===== src/rtl/cpu_controller_if.sv =====
// Memory and ALU bus between the cpu_controller sequencer and its memory/ALU.
// Latency: none (wires only).
// Backpressure: none; the memory is fixed-latency.
interface cpu_controller_if;
   logic [3:0] mem_addr;
   logic [7:0] mem_rdata;
   logic [7:0] mem_wdata;
   logic       mem_we;
   logic [3:0] alu_opcode;
   logic [7:0] alu_a;
   logic [7:0] alu_b;
   logic [7:0] alu_result;
   logic       alu_zero;

   modport master (
      output mem_addr, mem_wdata, mem_we, alu_opcode, alu_a, alu_b,
      input  mem_rdata, alu_result, alu_zero
   );

   modport slave (
      input  mem_addr, mem_wdata, mem_we, alu_opcode, alu_a, alu_b,
      output mem_rdata, alu_result, alu_zero
   );
endinterface


===== src/rtl/cpu_controller.sv =====
// Fetch/decode/execute sequencer for the 8-bit accumulator CPU; SINGLE_STEP_EN adds a step gate on FETCH.
// Latency: 3 cycles per instruction (FETCH, DECODE, EXECUTE); HLT parks in HALT until rst.
// Backpressure: none by default; with SINGLE_STEP_EN, FETCH holds until step is high.
module cpu_controller #(
   parameter logic [3:0] RESET_PC = 4'h0
) (
   input  logic             clk,
   input  logic             rst,
`ifdef SINGLE_STEP_EN
   input  logic             step,
`endif
   cpu_controller_if.master bus,
   output logic [7:0]       acc,
   output logic [3:0]       pc,
   output logic             halted
);

   typedef enum logic [1:0] {
      S_FETCH   = 2'd0,
      S_DECODE  = 2'd1,
      S_EXECUTE = 2'd2,
      S_HALT    = 2'd3
   } state_t;

   localparam logic [3:0] OP_LDA = 4'h1;
   localparam logic [3:0] OP_STA = 4'h2;
   localparam logic [3:0] OP_ADD = 4'h3;
   localparam logic [3:0] OP_SUB = 4'h4;
   localparam logic [3:0] OP_AND = 4'h5;
   localparam logic [3:0] OP_OR  = 4'h6;
   localparam logic [3:0] OP_JMP = 4'h7;
   localparam logic [3:0] OP_LDI = 4'h8;
   localparam logic [3:0] OP_JZ  = 4'h9;
   localparam logic [3:0] OP_INC = 4'hA;
   localparam logic [3:0] OP_DEC = 4'hB;
   localparam logic [3:0] OP_HLT = 4'hF;

   state_t     state, state_nxt;
   logic [7:0] ir, ir_nxt;
   logic [7:0] acc_nxt;
   logic [3:0] pc_nxt;
   logic       advance;

`ifdef SINGLE_STEP_EN
   assign advance = step;
`else
   assign advance = 1'b1;
`endif

   always_ff @(posedge clk or posedge rst) begin
      if (rst) begin
         state <= S_FETCH;
         pc    <= RESET_PC;
         acc   <= 8'h00;
         ir    <= 8'h00;
      end else begin
         state <= state_nxt;
         pc    <= pc_nxt;
         acc   <= acc_nxt;
         ir    <= ir_nxt;
      end
   end

   assign bus.mem_wdata = acc;
   assign bus.alu_a     = acc;
   assign halted        = (state == S_HALT);

   // mem_we stays combinational so an async reset kills an in-flight store
   always_comb begin
      state_nxt      = state;
      pc_nxt         = pc;
      acc_nxt        = acc;
      ir_nxt         = ir;
      bus.mem_addr   = pc;
      bus.mem_we     = 1'b0;
      bus.alu_opcode = 4'h0;
      bus.alu_b      = 8'h00;
      case (state)
         S_FETCH: begin
            if (advance) state_nxt = S_DECODE;
         end
         S_DECODE: begin
            ir_nxt       = bus.mem_rdata;
            bus.mem_addr = bus.mem_rdata[3:0];
            pc_nxt       = pc + 4'd1;
            state_nxt    = S_EXECUTE;
         end
         S_EXECUTE: begin
            bus.mem_addr   = ir[3:0];
            bus.alu_opcode = ir[7:4];
            bus.alu_b      = bus.mem_rdata;
            state_nxt      = S_FETCH;
            case (ir[7:4])
               OP_LDA: acc_nxt = bus.mem_rdata;
               OP_STA: bus.mem_we = 1'b1;
               OP_ADD, OP_SUB, OP_AND, OP_OR,
               OP_INC, OP_DEC: acc_nxt = bus.alu_result;
               OP_JMP: pc_nxt = ir[3:0];
               OP_LDI: acc_nxt = {4'h0, ir[3:0]};
               OP_JZ:  if (bus.alu_zero) pc_nxt = ir[3:0];
               OP_HLT: state_nxt = S_HALT;
               default: ;
            endcase
         end
         S_HALT: ;
      endcase
   end

endmodule


===== src/flat_wrapper.sv =====
// flat-port wrapper written by rule: the top's interface ports become plain ports
module cpu_controller_flat 
#(
   parameter logic [3:0] RESET_PC = 4'h0
)
  (clk, rst, acc, pc, halted, bus_mem_addr, bus_mem_wdata, bus_mem_we, bus_alu_opcode, bus_alu_a, bus_alu_b, bus_mem_rdata, bus_alu_result, bus_alu_zero);
  cpu_controller_if bus_i ();
  input  logic clk;
  input  logic rst;
  output logic [7:0] acc;
  output logic [3:0] pc;
  output logic halted;
  output wire logic [$bits(bus_i.mem_addr)-1:0] bus_mem_addr;
  output wire logic [$bits(bus_i.mem_wdata)-1:0] bus_mem_wdata;
  output wire logic [$bits(bus_i.mem_we)-1:0] bus_mem_we;
  output wire logic [$bits(bus_i.alu_opcode)-1:0] bus_alu_opcode;
  output wire logic [$bits(bus_i.alu_a)-1:0] bus_alu_a;
  output wire logic [$bits(bus_i.alu_b)-1:0] bus_alu_b;
  input wire logic [$bits(bus_i.mem_rdata)-1:0] bus_mem_rdata;
  input wire logic [$bits(bus_i.alu_result)-1:0] bus_alu_result;
  input wire logic [$bits(bus_i.alu_zero)-1:0] bus_alu_zero;
  assign bus_mem_addr = bus_i.mem_addr;
  assign bus_mem_wdata = bus_i.mem_wdata;
  assign bus_mem_we = bus_i.mem_we;
  assign bus_alu_opcode = bus_i.alu_opcode;
  assign bus_alu_a = bus_i.alu_a;
  assign bus_alu_b = bus_i.alu_b;
  assign bus_i.mem_rdata = bus_mem_rdata;
  assign bus_i.alu_result = bus_alu_result;
  assign bus_i.alu_zero = bus_alu_zero;
  cpu_controller #(.RESET_PC(RESET_PC)) u_core (.clk(clk), .rst(rst), .bus(bus_i), .acc(acc), .pc(pc), .halted(halted));
endmodule

===== config.mk =====
export PLATFORM = sky130hd
export DESIGN_NAME = cpu_controller_flat
export DESIGN_NICKNAME = d
export VERILOG_FILES = /design/src/rtl/cpu_controller_if.sv /design/src/rtl/cpu_controller.sv /design/src/flat_wrapper.sv
export SDC_FILE = /design/constraint.sdc
export NUM_CORES = 1
export LEC_CHECK = 0
export ABC_AREA = 1
export BUFFER_PORTS_ARGS = -buffer_cell sky130_fd_sc_hd__buf_2
export CORE_ASPECT_RATIO = 0.5
export CORE_UTILIZATION = 51
export DETAILED_ROUTE_END_ITERATION = 10
export HOLD_SLACK_MARGIN = 0.06
export PLACE_DENSITY = 0.95
export REMOVE_ABC_BUFFERS = 1
export SYNTH_ARGS = -nofsm -noshare
export SYNTH_HDL_FRONTEND = slang
export SYNTH_SLANG_ARGS = --single-unit

===== constraint.sdc =====
create_clock -name clk -period 3.26 [get_ports clk]
set_input_delay 0.652 -clock clk [delete_from_list [all_inputs] [get_ports clk]]
set_output_delay 0.652 -clock clk [all_outputs]
set_load 0.05 [all_outputs]

### Word-level counts from Yosys, hierarchy flattened

Index checks and enable logic that the tools add are counted.

* flip-flop bits (word level): 22
* latch bits: 0
* bits in writable memories: 0
* memory bits (read-only): 0
* bits of input ports: 19
* output and inout port bits: 46
* word-level logic and storage cells: 40
* memories kept: 0

* add/subtract/negate cells: 1
* multipliers: 0
* div/mod/pow operators: 0
* $lt $le $gt $ge: 0
* eq/ne operators: 17
* shift-type cells: 0
* mux-type cells: 11
* bitwise logic cells: 0
* reduce and logical (&&, ||, !) cells: 7

Operator list (count)
* $pmux 4 s2: 3
* $pmux 8 s3: 1
* $eq 4x4->1 const B: 5
* $eq 4x3->1 const B: 4
* $eq 4x2->1 const B: 2
* $mux 4: 2
* $mux 8: 1
* $pmux 2 s3: 1
* $reduce_bool 3->1: 2
* $reduce_or 6->1: 1
* $add 4x1->4 const B: 1
* $eq 2x2->1 const B: 2
* $eq 4x1->1 const B: 1
* $ne 3x2->1 const B: 1
* $ne 3x3->1 const B: 1
* $reduce_and 3->1: 1
* $eq 2x1->1 const B: 1
* $logic_not 2->1: 1
* $mux 1: 2
* $mux 2: 1
* $reduce_and 2->1: 1
* $reduce_bool 2->1: 1

### Longest topological paths before layout

* depth in word-level cells: 4
* depth in mapped cells: 10
* depth with buffers taken out: 10

### Least setup slack after synthesis

OpenSTA, ideal clock, no wires.

* path type: register to output
* start point: reg u_core.state[0]
* end point: out bus_mem_we
* arrival time: 2020 ps
* required time: 2608 ps
* slack: 588 ps
* stages on the path, launching flop included: 6
* path buffers: 1
* cell sequence: dfrtp_1 inv_1 ha_1 buf_2 nand2_1 nor3_1

* longest elaborated chain between the ends: 2

RTL lines
* start, declared: line cpu_controller.sv:38 `state_t state, state_nxt;`
* start signal, assigned: line cpu_controller.sv:57 `state <= state_nxt;`
* $eq 2x2->1: line cpu_controller.sv:78 `case (state)`
* $mux 1: line cpu_controller.sv:78
* end, declared: line flat_wrapper.sv:15 `output wire logic [$bits(bus_i.mem_we)-1:0] bus_mem_we;`

Every way passes these cells.

### Final worst setup path

Same ends and word-level chain as after synthesis.

==> flow_metrics.py <==
metrics = {
    "die": {
        "die_w_um": 79.9,
        "die_h_um": 41.0,
        "initial_core_util_pct": 56.6,
        "die-area_sq_um": 3270,
        "coreArea_sq_um": 2730,
        "rows": 13,
        "io_pins": 65,
    },
    "global_routing": {
        "grt_pass1_wl_um": 5770,
        "antenna_found_initial": 0,
        "grt_overflow": 0,
        "grt_max_degree": 23,
        "grt_usage_pct": 25.1,
        "grt_pass1_vias": 1333,
    },
    "finish": {
        "layout-drive-gt1-share_pct": 29.9,
        "final_nets": 296,
        "fillers": 220,
        "antenna_cells": 0,
        "register_area_sq_um": 551,
        "utilization_pct": 67.2,
        "multi_input_area_sq_um": 744,
        "area_delta_synth_final_pct": 18.7,
        "fin_cells": 308,
        "final_cell_mix": "nand2_1, buf_2, inv_1, dfrtp_1, o21ai_0",
        "layout.cells.most_common": "nand2_1",
    },
    "routing": {
        "drc_errors": 0,
        "viasPerCell": 5.33,
        "finalWirelength_um": 4080,
        "drt_iter0_markers": 110,
        "drtAntennaViolNets": 0,
        "vias": 1643,
        "dr.pass1.iters": 5,
        "routedWlPerCell_um": 13.3,
    },
    "place": {
        "port-buffer-count": 64,
        "dp_cells": 304,
        "routabilityCongestion": 0.825,
        "hpwl_um": 3050,
    },
    "cts": {
        "postCtsResizedCells": 0,
        "clk_pin_slew_ns": 0.08,
        "cts_tree": "built",
        "holdBufCountCts": 0,
        "htreeDepth": 1,
        "clkSinkCount": 22,
        "cts-root-buf": "clkbuf_8",
        "clkLatencyLatePin_ns": 0.27,
        "clk_path_buf_depth": 2,
        "cts_made_buffers": 3,
        "postCtsSetupRepairBufs": 0,
    },
    "synth": {
        "netlist-cell-type-count": 25,
        "syn-cell-area_sq_um": 1550,
        "ys_warn_count": 0,
        "ys_seq_area_share_pct": 35.6,
        "ys_ff_latch": 22,
        "postSynthAreaPerCell_sq_um": 6.97,
        "syn_inst": 222,
    },
    "run_status": {
        "status": "finished, final reports clean",
    },
    "timing": {
        "drv_slew": 0,
        "slew_headroom_pct": 43.9,
        "whs_ns": 0.518,
        "rsz0062_at_grt": "false",
        "period_share_pct": 86.3,
        "max_freq_ghz": 0.355,
        "skew_ns": 0.00341,
        "setup_viol": 0,
        "tightest_slew_ns": 0.841,
        "tns_ns": 0,
        "fin_crit_ns": 2.81,
        "finalHoldViolations": 0,
    },
    "setup_path": {
        "r2r-start": "u_core.state[0]$_DFFE_PP0P_",
        "cp-endpoint": "bus_mem_we",
        "worstRegToRegCells": 10,
        "critical_path_class": "flop to output port",
        "timing.rr.end": "u_core.pc[3]$_DFFE_PP0P_",
        "rrSetupSlack_ns": 1.04,
        "cp.required_ns": 2.61,
        "cp_data_arrival_time_ns": 2.16,
        "crit_fanout": 22,
        "end_kind": "output port",
        "setup.worst_path.start_class": "flop",
        "cp-startpoint": "u_core.state[0]$_DFFE_PP0P_",
    },
    "worst_hold_path": {
        "hp-class": "flop to flop",
    },
    "run": {
        "drv_cap": 0,
    },
}
## synth_stat cells
cell      number  area share (%)
nand3_1        1            0.32
nor2_2         3             1.2
clkbuf_1       2            0.49
a21oi_1        6             1.9
nor3_1         2            0.65
o21ai_4        1             1.1
dfrtp_1       22              36
clkinv_1       1            0.24
o21ai_0       17             5.5
nor2_4         1            0.73
o21ai_2        1            0.57
a31oi_1        4             1.6
nand2_2        1            0.40
buf_4         16             7.8
inv_2          2            0.49
nand3_4        2             2.3
nand4_1        5             2.0
inv_1         29             7.0
xnor2_1        1            0.57
a22oi_1        1            0.49
nand2_4        2             1.5
nor2_1        14             3.4
ha_1           5             4.0
nand2_1       82              20
buf_2          1            0.32
## state kept, by name, summed over array words and instances, names as in the netlist
name          cells
u_core.acc        8
u_core.state      2
u_core.ir         8
u_core.pc         4
## through the flow
stage               setup WS [ns]  area [sq um]
floorplan                   0.389          1420
global placement            0.878          1780
detailed placement          0.779          1780
CTS                         0.486          1840
global route                0.282          1840
finish                      0.447          1840
## how the worst min path moves through the flow
| stage | startpoint | cells after the start | endpoint | slack (ns) |
|---|---|---|---|---|
| 3_3_place_gp | u_core.acc[0]$_DFFE_PP0P_ | 2 | u_core.acc[0]$_DFFE_PP0P_ | 0.50 |
| 4_1_cts | u_core.acc[0]$_DFFE_PP0P_ | 2 | u_core.acc[0]$_DFFE_PP0P_ | 0.52 |
| 6_report | u_core.acc[0]$_DFFE_PP0P_ | 2 | u_core.acc[0]$_DFFE_PP0P_ | 0.52 |
| 5_1_grt | u_core.acc[0]$_DFFE_PP0P_ | 2 | u_core.acc[0]$_DFFE_PP0P_ | 0.56 |
| 3_5_place_dp | u_core.acc[0]$_DFFE_PP0P_ | 2 | u_core.acc[0]$_DFFE_PP0P_ | 0.50 |
| 2_1_floorplan | u_core.ir[0]$_DFFE_PP0N_ | 2 | u_core.ir[0]$_DFFE_PP0N_ | 0.52 |
## cell families after synthesis
| group | after synthesis | share of synthesized area (%) |
|---|---|---|
| AOI/OAI and AO/OA | 30 | 11.2 |
| xor gates and xnor gates | 1 | 0.566 |
| adders and majority gates | 5 | 4.04 |
| buffers and inverters | 51 | 16.3 |
| DFF | 22 | 35.6 |
| and+or+nand+nor | 113 | 32.3 |
## critical path, stage by stage (launching register included)
cell,delay (ns)
dfrtp_1,0.43
inv_1,0.10
ha_1,0.70
nand2_1,0.19
nor3_1,0.19
buf_2,0.28
## routing by layer
metal / global-route usage, % / wire length, um
met1: 28.6 / 1640
met2: 47.9 / 2050
met3: 5.11 / 319
met4: 12.5 / 73
met5: 0 / 0
## area by class of cell
type / instances / share of cell area, %
clock buffers: 4 / 3.00
inverters: 32 / 6.54
multi-input cells: 149 / 40.5
flip-flops and latches: 22 / 30.0
well taps: 37 / 2.52
repair buffers: 64 / 17.4
Power is left out: the tool's default activity adds up to more than one toggle a clock period on the data nets, which glitch-free logic cannot reach.
